===== src/rtl/wb_byte_splitter.sv =====
// wb_byte_splitter
//   Breaks any 32-bit Wishbone master access into a sequence of single-lane
//   slave accesses, one per enabled byte lane. The highest lane goes first.
//   Read data from the lanes is gathered into one word. The master gets a
//   single termination after the last lane.
//
//   Optional feature: define WB_BYTE_SPLITTER_HALF_EN to merge a fully
//   enabled upper or lower half-word into a single 16-bit slave access.
//
// Ports
//   wb_clk_i, wb_rst_i     clock, synchronous active-high reset
//   wbm_*_i / wbm_*_o      master side (32-bit data, 4 byte selects)
//   wbs_*_o / wbs_*_i      slave side (one lane or half-word per access)
//   wbm_cti_i, wbm_bte_i   ignored; wbs_cti_o/wbs_bte_o tied to classic
module wb_byte_splitter #(
  parameter int unsigned AW = 32
) (
  input  logic          wb_clk_i,
  input  logic          wb_rst_i,
  input  logic [AW-1:0] wbm_adr_i,
  input  logic [31:0]   wbm_dat_i,
  input  logic [3:0]    wbm_sel_i,
  input  logic          wbm_we_i,
  input  logic          wbm_cyc_i,
  input  logic          wbm_stb_i,
  input  logic [2:0]    wbm_cti_i,
  input  logic [1:0]    wbm_bte_i,
  output logic [31:0]   wbm_dat_o,
  output logic          wbm_ack_o,
  output logic          wbm_err_o,
  output logic          wbm_rty_o,
  output logic [AW-1:0] wbs_adr_o,
  output logic [31:0]   wbs_dat_o,
  output logic [3:0]    wbs_sel_o,
  output logic          wbs_we_o,
  output logic          wbs_cyc_o,
  output logic          wbs_stb_o,
  output logic [2:0]    wbs_cti_o,
  output logic [1:0]    wbs_bte_o,
  input  logic [31:0]   wbs_dat_i,
  input  logic          wbs_ack_i,
  input  logic          wbs_err_i,
  input  logic          wbs_rty_i
);

  localparam logic [1:0] S_IDLE   = 2'd0;
  localparam logic [1:0] S_ACCESS = 2'd1;
  localparam logic [1:0] S_DONE   = 2'd2;

  logic [1:0]    state_q, state_d;
  logic [AW-3:0] adr_q, adr_d;
  logic [31:0]   dat_q, dat_d;
  logic          we_q, we_d;
  logic [3:0]    rem_q, rem_d;
  logic [31:0]   rdata_q, rdata_d;
  logic [3:0]    sel_q, sel_d;
  logic [1:0]    off_q, off_d;
  logic          cyc_q, cyc_d;
  logic          ack_q, ack_d;
  logic          err_q, err_d;
  logic          rty_q, rty_d;
  logic [3:0]    rem_left;

  logic unused_ok;
  assign unused_ok = ^{wbm_cti_i, wbm_bte_i, wbm_adr_i[1:0]};

  // Select pattern of the next slave access, taken from the lanes still pending.
  function automatic logic [3:0] next_sel(input logic [3:0] rem);
    logic [3:0] s;
    s = 4'b0000;
`ifdef WB_BYTE_SPLITTER_HALF_EN
    if (rem[3:2] == 2'b11) begin
      s = 4'b1100;
    end else if (rem[3:2] == 2'b00 && rem[1:0] == 2'b11) begin
      s = 4'b0011;
    end else
`endif
    if (rem[3])      s = 4'b1000;
    else if (rem[2]) s = 4'b0100;
    else if (rem[1]) s = 4'b0010;
    else if (rem[0]) s = 4'b0001;
    return s;
  endfunction

  // Big-endian byte offset of the most significant lane in a select pattern.
  function automatic logic [1:0] sel_off(input logic [3:0] s);
    logic [1:0] o;
    if (s[3])      o = 2'd0;
    else if (s[2]) o = 2'd1;
    else if (s[1]) o = 2'd2;
    else           o = 2'd3;
    return o;
  endfunction

  function automatic logic [31:0] lane_mask(input logic [3:0] s);
    return {{8{s[3]}}, {8{s[2]}}, {8{s[1]}}, {8{s[0]}}};
  endfunction

  always_comb begin
    state_d  = state_q;
    adr_d    = adr_q;
    dat_d    = dat_q;
    we_d     = we_q;
    rem_d    = rem_q;
    rdata_d  = rdata_q;
    sel_d    = sel_q;
    off_d    = off_q;
    cyc_d    = cyc_q;
    ack_d    = 1'b0;
    err_d    = 1'b0;
    rty_d    = 1'b0;
    rem_left = rem_q & ~sel_q;
    case (state_q)
      S_IDLE: begin
        if (wbm_cyc_i && wbm_stb_i) begin
          adr_d   = wbm_adr_i[AW-1:2];
          dat_d   = wbm_dat_i;
          we_d    = wbm_we_i;
          rem_d   = wbm_sel_i;
          rdata_d = 32'h0;
          if (wbm_sel_i == 4'b0000) begin
            ack_d   = 1'b1;
            state_d = S_DONE;
          end else begin
            sel_d   = next_sel(wbm_sel_i);
            off_d   = sel_off(next_sel(wbm_sel_i));
            cyc_d   = 1'b1;
            state_d = S_ACCESS;
          end
        end
      end
      S_ACCESS: begin
        // Master abort wins over any slave termination in the same cycle.
        if (!wbm_cyc_i) begin
          cyc_d   = 1'b0;
          state_d = S_IDLE;
        end else if (wbs_err_i) begin
          cyc_d   = 1'b0;
          err_d   = 1'b1;
          state_d = S_DONE;
        end else if (wbs_rty_i) begin
          cyc_d   = 1'b0;
          rty_d   = 1'b1;
          state_d = S_DONE;
        end else if (wbs_ack_i) begin
          rdata_d = (rdata_q & ~lane_mask(sel_q)) | (wbs_dat_i & lane_mask(sel_q));
          rem_d   = rem_left;
          if (rem_left != 4'b0000) begin
            sel_d = next_sel(rem_left);
            off_d = sel_off(next_sel(rem_left));
          end else begin
            cyc_d   = 1'b0;
            ack_d   = 1'b1;
            state_d = S_DONE;
          end
        end
      end
      S_DONE: begin
        state_d = S_IDLE;
      end
      default: begin
        state_d = S_IDLE;
      end
    endcase
  end

  always_ff @(posedge wb_clk_i) begin
    if (wb_rst_i) begin
      state_q <= S_IDLE;
      adr_q   <= '0;
      dat_q   <= 32'h0;
      we_q    <= 1'b0;
      rem_q   <= 4'b0000;
      rdata_q <= 32'h0;
      sel_q   <= 4'b0000;
      off_q   <= 2'd0;
      cyc_q   <= 1'b0;
      ack_q   <= 1'b0;
      err_q   <= 1'b0;
      rty_q   <= 1'b0;
    end else begin
      state_q <= state_d;
      adr_q   <= adr_d;
      dat_q   <= dat_d;
      we_q    <= we_d;
      rem_q   <= rem_d;
      rdata_q <= rdata_d;
      sel_q   <= sel_d;
      off_q   <= off_d;
      cyc_q   <= cyc_d;
      ack_q   <= ack_d;
      err_q   <= err_d;
      rty_q   <= rty_d;
    end
  end

  assign wbm_dat_o = rdata_q;
  assign wbm_ack_o = ack_q;
  assign wbm_err_o = err_q;
  assign wbm_rty_o = rty_q;
  assign wbs_adr_o = {adr_q, off_q};
  assign wbs_dat_o = dat_q;
  assign wbs_sel_o = sel_q;
  assign wbs_we_o  = we_q;
  assign wbs_cyc_o = cyc_q;
  assign wbs_stb_o = cyc_q;
  assign wbs_cti_o = 3'b000;
  assign wbs_bte_o = 2'b00;

endmodule


===== config.mk =====
export PLATFORM = sky130hd
export DESIGN_NAME = wb_byte_splitter
export DESIGN_NICKNAME = d
export VERILOG_FILES = /design/src/rtl/wb_byte_splitter.sv
export SDC_FILE = /design/constraint.sdc
export NUM_CORES = 1
export LEC_CHECK = 0
export BUFFER_PORTS_ARGS = -buffer_cell sky130_fd_sc_hd__buf_2
export CORE_UTILIZATION = 48
export DETAILED_ROUTE_END_ITERATION = 7
export PLACE_DENSITY = 0.85
export SYNTH_ARGS = -nofsm -noshare
export SYNTH_HDL_FRONTEND = slang
export SYNTH_SLANG_ARGS = --single-unit

===== constraint.sdc =====
create_clock -name wb_clk_i -period 5 [get_ports wb_clk_i]
set_clock_uncertainty 0.2 [all_clocks]
set_input_delay 0.25 -clock wb_clk_i [delete_from_list [all_inputs] [get_ports wb_clk_i]]
set_output_delay 0.25 -clock wb_clk_i [all_outputs]
set_load 0.02 [all_outputs]

==> results of run 1 <==
[worst max-delay path, cell delays in order]
cell and delay, ps:
dlygate4sd3_1 540, buf_2 180, nand4bb_4 100, buf_4 550
nand2_1 780, a21oi_1 400
[cell families (layout without fill, tap and decap cells)]
family / count (synthesis) / in the layout / synth area share, %
mux: 1 / 1 / 0.2375
other cells: 1 / 5 / 0.08896
flops: 111 / 111 / 52.72
buf+inv: 53 / 340 / 6.026
compound gates: 160 / 160 / 20.57
simple gates: 197 / 197 / 20.36
[power breakdown]
group | switching (uW) | internal (uW)
Clock | 300 | 198
Combinational | 173 | 137
Sequential | 24.6 | 917
[cell usage in the layout (no fill, tap or decap), types with 4 or more instances in the layout]
| cell type | count |
|---|---|
| buf_2 | 211 |
| nand2_1 | 134 |
| dfxtp_1 | 111 |
| a21oi_1 | 105 |
| dlygate4sd3_1 | 103 |
| nand3_1 | 34 |
| o21ai_0 | 34 |
| clkbuf_8 | 10 |
| nor2_1 | 8 |
| inv_1 | 7 |
| a221oi_1 | 6 |
| conb_1 | 5 |
| nand2b_1 | 4 |
| nor2b_1 | 4 |
| nor3_1 | 4 |
[registers in the layout, indices dropped and copies added, names as in the netlist, 2 cells and up]
signal and cells:
adr_q 30, off_q 2, rem_q 4, state_q 2, wbm_dat_o 32, wbs_dat_o 32
wbs_sel_o 4
[metrics by stage]
stage | setup WS [ps] | std cells | hold slack (ps) | instance area, sq um | util [%]
floorplan | 3227 | 527 | 168.3 | 4230 | -
global placement | 2489 | 800 | 239.0 | 5234 | 62.75
detailed placement | 2333 | 800 | 243.0 | 5234 | 62.75
CTS | 2281 | 919 | 30.69 | 6446 | 77.29
global route | 2164 | 919 | 29.43 | 6446 | 77.29
finish | 2239 | 919 | 51.16 | 6446 | 77.29
[path summary, 6_finish.rpt]
path / from / to / slack [ps]
worst max-delay path: wbm_cyc_i / wbm_dat_o[30] / 2240
worst min-delay path: wbm_stb_i / state_q[1] / 50
worst max register to register: state_q[0] / wbm_dat_o[30] / 2300
worst min register to register: wbs_dat_o[14] / wbs_dat_o[14] / 250
[routing by layer]
| metal | part of all wire [%] | up-vias |
|---|---|---|
| li1 | - | 2330 |
| met1 | 37 | 2270 |
| met2 | 52 | 255 |
| met3 | 7.4 | 48 |
| met4 | 3.5 | 0 |
| met5 | 0 | - |
[final cells by class]
cell class | instances | share of cell area (%)
sequential | 111 | 34.47
timing repair buffer | 317 | 32.73
multi-input combinational | 363 | 27.54
clock buffer | 10 | 2.135
tap | 105 | 2.038
clock inverter | 6 | 0.6793
inverter | 7 | 0.4076
==> flow_metrics.tcl, run 1 <==
set metrics [dict create \
    grt_max_degree 80 \
    synth.most_common_cell "nand2_1" \
    n_antenna_cell 0 \
    worstSetupStartpointType "primary input" \
    endpoint_kind "register" \
    cp_data_arrival_time_ps 2820 \
    finalCritPeriodShare_pct 55.21 \
    postCtsSetupRepairBufs 0 \
    synth-edff-count 0 \
    grt_util_met3_pct 7.267 \
    num_vias 4903 \
    cts_max_level 3 \
    leakagePower_uw 0.002854 \
    outcome "complete, no violations" \
    io_buffer_count 211 \
    yosysWarnings 0 \
    setup-tns-final_ps 0 \
    die_h_microns 95.71 \
    synth_area_sq_um 4215 \
    fp.dieW_microns 95.71 \
    cts_tree "yes" \
    power_density_nw_per_um2 271.5 \
    regArea_sq_um 2222 \
    use_met1_pct 32.06 \
    grt_pass1_vias 4624 \
    fp.dieArea_sq_um 9160 \
    cts_buffers 9 \
    critPathRequiredTime_ps 5060 \
    synth_common_cells "nand2_1 (134), dfxtp_1 (111), a21oi_1 (105)" \
    ys_types 36 \
    routedWlPerCell_microns 15.35 \
    tightest_slew_ps 1243 \
    cts_buffer_depth 2 \
    maxCapViolations 0 \
    synthTopCellsByArea "dfxtp_1 (53%), a21oi_1 (12%), nand2_1 (12%)" \
    cp_max_fo 66 \
    vdd_drop_max_v 0.0001836 \
    dr.pass1.iters 4 \
    gr-total-overflow 0 \
    clk_pin_slew_ps 100 \
    ioPinCount 224 \
    netlist_instances 523 \
    hold_buffers 103 \
    cts_resized 0 \
    multi_input_area_sq_um 1775 \
    min_period_ps 2761 \
    yosysTopAreaCellShare_pct 52.72 \
    rows 33 \
    top_usage_layer "met2" \
    fin_nets 922 \
    drt_wl_total_microns 14110 \
    avgSynthCellArea_sq_um 8.060 \
    final_hold_viol_count 0 \
    grt_setup_unrepaired "no" \
    hold_depth 3 \
    hold_path_class "primary input to register" \
    max_freq_ghz 0.3622 \
    grtUsageMet2_pct 54.11 \
    drt_iter0_markers 348 \
    antenna_found_initial 0 \
    drive_gt1_share_pct 28.99 \
    worstSkewPairLatency_ps 360 \
    synth_top_area_cell "dfxtp_1" \
    drc 0 \
    slew_viol_final 0 \
    start_util_pct 50.54 \
    place_hpwl_microns 7659 \
    synthFlopType "dfxtp_1" \
    fill_cells 569 \
    finalSetupViolations 0 \
    clock_sinks 111 \
    slew_headroom_pct 17.13 \
    power_uw 1750 \
    seq_area_frac_synth_pct 52.72 \
    r2r_cells 4 \
    syn_to_final_growth_pct 52.92 \
    grt_pass1_wl_microns 21150 \
    cts-root-buf "clkbuf_8" \
    crit_type "primary input to register" \
    drtAntennaViolNets 0 \
    grt_usage_pct 29.75 \
    gp_congestion 0.8432 \
    fp.coreArea_sq_um 8341 \
    synth-seq-cells 111 \
    synthArstFlopShare_pct 0 \
    vias_per_cell 5.335 \
]
(Power assumes the default switching activity.)
==> run 2: changes to the inputs <==
- CORE_UTILIZATION: 48 -> 45
- PLACE_DENSITY: 0.85 -> 0.8
- clock period: 5 -> 2.8 ns (I/O delays scaled with it)
==> flow_metrics.tcl, run 2 (synthesis results as in run 1) <==
set metrics [dict create \
    outcome "complete, no violations" \
    setup-tns-final_ps 0 \
    clock_sinks 111 \
    grt_pass1_wl_microns 22360 \
    grt_usage_pct 28.40 \
    fp.dieW_microns 98.79 \
    vdd_drop_max_v 0.0003141 \
    maxCapViolations 0 \
    swShare_pct 27.65 \
    postCtsSetupRepairBufs 0 \
    tightest_slew_ps 642.9 \
    slew_headroom_pct 57.14 \
    pwr-share-seq_pct 51.3 \
    cts_tree "yes" \
    finalSetupViolations 0 \
    antenna_found_initial 0 \
    power_density_nw_per_um2 493.9 \
    gr-total-overflow 0 \
    rows 34 \
    mostFrequentLayoutCell "buf_2" \
    critPathRequiredTime_ps 2900 \
    share_comb_of_total_power_pct 17.3 \
    drive_gt1_share_pct 29.26 \
    rrSetupSlack_ps 230 \
    pre_cts_ws_ps 537.4 \
    worstSkewPairLatency_ps 360 \
    cp_data_arrival_time_ps 2680 \
    gp_congestion 0.8619 \
    drtAntennaViolNets 0 \
    fin_ws_ps 228.5 \
    clockPowerShare_pct 31.3 \
    final_cell_mix "buf_2 (211), nand2_1 (134), dfxtp_1 (111), dlygate4sd3_1 (110), a21oi_1 (105)" \
    grt_max_degree 54 \
    drc 0 \
    die_h_microns 98.79 \
    routedWlPerCell_microns 15.07 \
    crit_end "state_q[1]" \
    max_freq_ghz 0.3889 \
    grt_pass1_vias 4813 \
    syn_to_final_growth_pct 56.93 \
    r2r_cells 5 \
    cts_buffers 9 \
    worstSetupStartpointType "register" \
    p_sw_uw 903.3 \
    cts_max_level 3 \
    finalCritPeriodShare_pct 91.84 \
    ioPinCount 224 \
    hold_path_class "primary input to register" \
    leakagePower_uw 0.002950 \
    r2r_end "state_q[1]" \
    cts-root-buf "clkbuf_8" \
    vias_per_cell 5.287 \
    start_util_pct 47.41 \
    fp.dieArea_sq_um 9758 \
    crit_path_start "wbs_sel_o[0]" \
    drt_wl_total_microns 14110 \
    cts_buffer_depth 2 \
    io_buffer_count 211 \
    final_hold_viol_count 0 \
    p_int_uw 2364 \
    grt_setup_unrepaired "no" \
    min_period_ps 2571 \
    cp_max_fo 11 \
    endpoint_kind "register" \
    place_hpwl_microns 8119 \
    fin_nets 935 \
    num_vias 4949 \
    dr.pass1.iters 5 \
    clk_pin_slew_ps 110 \
    drt_iter0_markers 192 \
    slew_viol_final 0 \
    fp.coreArea_sq_um 8891 \
    cts_resized 0 \
    timing.rr.start "wbs_sel_o[0]" \
    crit_type "register to register" \
]
==> run 2: worst min-delay path by stage <==
stage / start / to / slack, ps / cells past startpoint
2_1_floorplan: wbs_err_i / wbm_err_o / 60 / 2
3_3_place_gp: wbm_dat_i[13] / wbs_dat_o[13] / 180 / 3
3_5_place_dp: wbm_adr_i[14] / adr_q[12] / 180 / 3
4_1_cts: wbm_sel_i[3] / wbs_sel_o[2] / 6 / 3
5_1_grt: wbm_sel_i[3] / wbs_sel_o[2] / 30 / 3
6_report: wbm_sel_i[3] / rem_q[3] / 40 / 3
==> run 2: critical path, stage by stage, from the launching register on <==
cell           delay (ps)
dfxtp_1               580
inv_1                 260
a21oi_1               390
a311o_1               300
nor3b_1               210
dlygate4sd3_1         570
==> run 2: layout make-up <==
class | count | area, sq um
Inverter | 7 | 26.28
Multi-Input combinational cell | 363 | 1775
Timing Repair Buffer | 330 | 2237
Sequential cell | 111 | 2222
Clock buffer | 11 | 151.4
Tap cell | 108 | 135.1
Antenna cell | 1 | 2.502
Fill cell | 630 | 2276
Clock inverter | 5 | 65.06
==> run 2: through the flow <==
stage	power (uW)	utilization, %	instance area (sq um)	hold WS, ps	std cells
final	3267	74.40	6615	38.05	936
after global routing	3401	74.37	6613	29.43	935
after CTS	3272	74.37	6613	6.101	935
after detailed placement	2148	59.56	5295	184.5	809
after global placement	2134	59.56	5295	179.7	809
after floorplan	1972	-	4230	58.31	527
==> run 2: repair_timing <==
item | in CTS | in global routing
hold endpoints to repair | 105 | 0
setup endpoints to repair | 0 | 0
hold buffers | 110 | 0
==> run 2: layer usage <==
layer  global-route usage [%]  vias up  routed length (microns)
li1                         -     2360                        -
met1                    31.90     2284                     5444
met2                    50.35      253                     7191
met3                    5.035       52                      917
met5                        0        -                        0
met4                    16.76        0                      552
==> run 2: power by group through the flow <==
stage               clock network (uW)  logic, uW  registers, uW
floorplan                            0        200           1770
global placement                     0        427           1710
detailed placement                   0        437           1710
CTS                               1050        551           1670
global route                      1110        609           1680
finish                            1020        566           1680
==> run 3: changes to the inputs <==
- CORE_ASPECT_RATIO: unset -> 1.2
==> flow_metrics.tcl, run 3 (synthesis results as in run 1) <==
set metrics [dict create \
    outcome "complete, no violations" \
    hold_depth 4 \
    ioPinCount 224 \
    min_period_ps 2490 \
    num_vias 4928 \
    n_antenna_cell 0 \
    worstSetupStartpointType "register" \
    tightest_slew_ps 787.9 \
    gp_congestion 0.8355 \
    cts_tree "yes" \
    slew_headroom_pct 47.48 \
    drt_wl_total_microns 14130 \
    hold_ws_ps 90.29 \
    setup-tns-final_ps 0 \
    cts_buffer_depth 2 \
    grt_setup_unrepaired "no" \
    vias_per_cell 5.231 \
    path_delay_family "buffers and inverters" \
    io_buffer_count 211 \
    place_hpwl_microns 8028 \
    syn_to_final_growth_pct 55.92 \
    worstSkewPairLatency_ps 360 \
    clk_pin_slew_ps 100 \
    gr-total-overflow 0 \
    slew_viol_final 0 \
    holdPathEnd "rem_q[1]" \
    die_h_microns 108.0 \
    grt_max_degree 79 \
    power_density_nw_per_um2 489.2 \
    drt_iter0_markers 305 \
    crit_type "register to register" \
    grt_pass1_vias 4785 \
    grt_pass1_wl_microns 22140 \
    antenna_found_initial 0 \
    drc 0 \
    cts-root-buf "clkbuf_8" \
    critPathRequiredTime_ps 2910 \
    maxCapViolations 0 \
    cts_max_level 3 \
    hold_path_class "primary input to register" \
    slowest_stage "dlygate4sd3_1" \
    cp_max_fo 11 \
    final_cell_mix "buf_2 (211), nand2_1 (134), dfxtp_1 (111), dlygate4sd3_1 (107), a21oi_1 (105)" \
    fin_nets 930 \
    fp.coreArea_sq_um 9081 \
    finalSetupViolations 0 \
    start_util_pct 46.42 \
    path_depth 5 \
    r2r_cells 5 \
    drtAntennaViolNets 0 \
    dr.pass1.iters 5 \
    fp.dieArea_sq_um 9760 \
    finalCritPeriodShare_pct 88.93 \
    mostFrequentLayoutCell "buf_2" \
    rrSetupSlack_ps 310 \
    leakagePower_uw 0.002909 \
    routedWlPerCell_microns 15.00 \
    r2r_end "state_q[1]" \
    cp_data_arrival_time_ps 2600 \
    hold_start "wbm_stb_i" \
    max_freq_ghz 0.4016 \
    endpoint_kind "register" \
    final_hold_viol_count 0 \
    cp_cell_sequence "inv_1 > a21oi_1 > a311o_1 > nor3b_1 > dlygate4sd3_1" \
    max_stage_delay_ps 560 \
    grt_usage_pct 28.34 \
    rows 38 \
    crit_buf_inv 2 \
    drive_gt1_share_pct 29.20 \
    fp.dieW_microns 90.35 \
    clock_sinks 111 \
    timing.rr.start "wbs_sel_o[0]" \
    postCtsSetupRepairBufs 0 \
    vdd_drop_max_v 0.0003264 \
    cts_buffers 9 \
]
-- run 3: per-layer routing --
| metal | vias to the layer above | GRT usage, % | routed length [microns] |
|---|---|---|---|
| met2 | 267 | 50.00 | 7044 |
| met3 | 49 | 7.947 | 1140 |
| met1 | 2261 | 30.93 | 5391 |
| met4 | 0 | 15.44 | 556 |
| met5 | - | 0 | 0 |
| li1 | 2351 | - | - |
-- run 3: power breakdown --
group	switching [uW]	leakage (uW)	internal (uW)	total [uW]
Combinational	308	0.00190	253	560
Sequential	43.2	0.000903	1640	1680
Clock	531	0.000103	443	974
Total	882	0.00291	2330	3220
-- run 3: area by class of cell --
type                    instances  area, sq um
multi-input cells             363         1775
repair buffers                325         2192
clock inverters                 6        68.82
fillers                       658         2509
flip-flops and latches        111         2222
well taps                     120        150.1
clock buffers                  10        137.6
inverters                       7        26.28
-- run 3: through the flow --
stage / total power (uW) / setup WS [ps] / cells / instance area, sq um / util, %
finish: 3215 / 310.0 / 942 / 6573 / 72.38
global route: 3369 / 100.8 / 942 / 6573 / 72.38
CTS: 3221 / 305.5 / 942 / 6573 / 72.38
detailed placement: 2144 / 651.0 / 819 / 5295 / 58.31
global placement: 2132 / 758.9 / 819 / 5295 / 58.31
floorplan: 1972 / 1027 / 527 / 4230 / -
-- run 3: worst max path at each step --
stage,to,startpoint,slack [ps]
global route,state_q[1],wbs_sel_o[0],100
global placement,adr_q[8],state_q[0],760
floorplan,wbs_sel_o[3],wbs_sel_o[0],1030
detailed placement,adr_q[3],state_q[1],650
finish,state_q[1],wbs_sel_o[0],310
CTS,state_q[1],wbs_sel_o[0],310
-- run 3: repair_timing --
action,4_1_cts,5_1_grt
hold buffers,107,0
hold endpoints to repair,106,0
gates resized for setup,0,0
-- run 3: tightest hold or removal path: cells and delay by family --
kind	cells	cell delay, ps
and+or+nand+nor	1	120
AOI/OAI and AO/OA	2	220
buffers and inverters	1	130
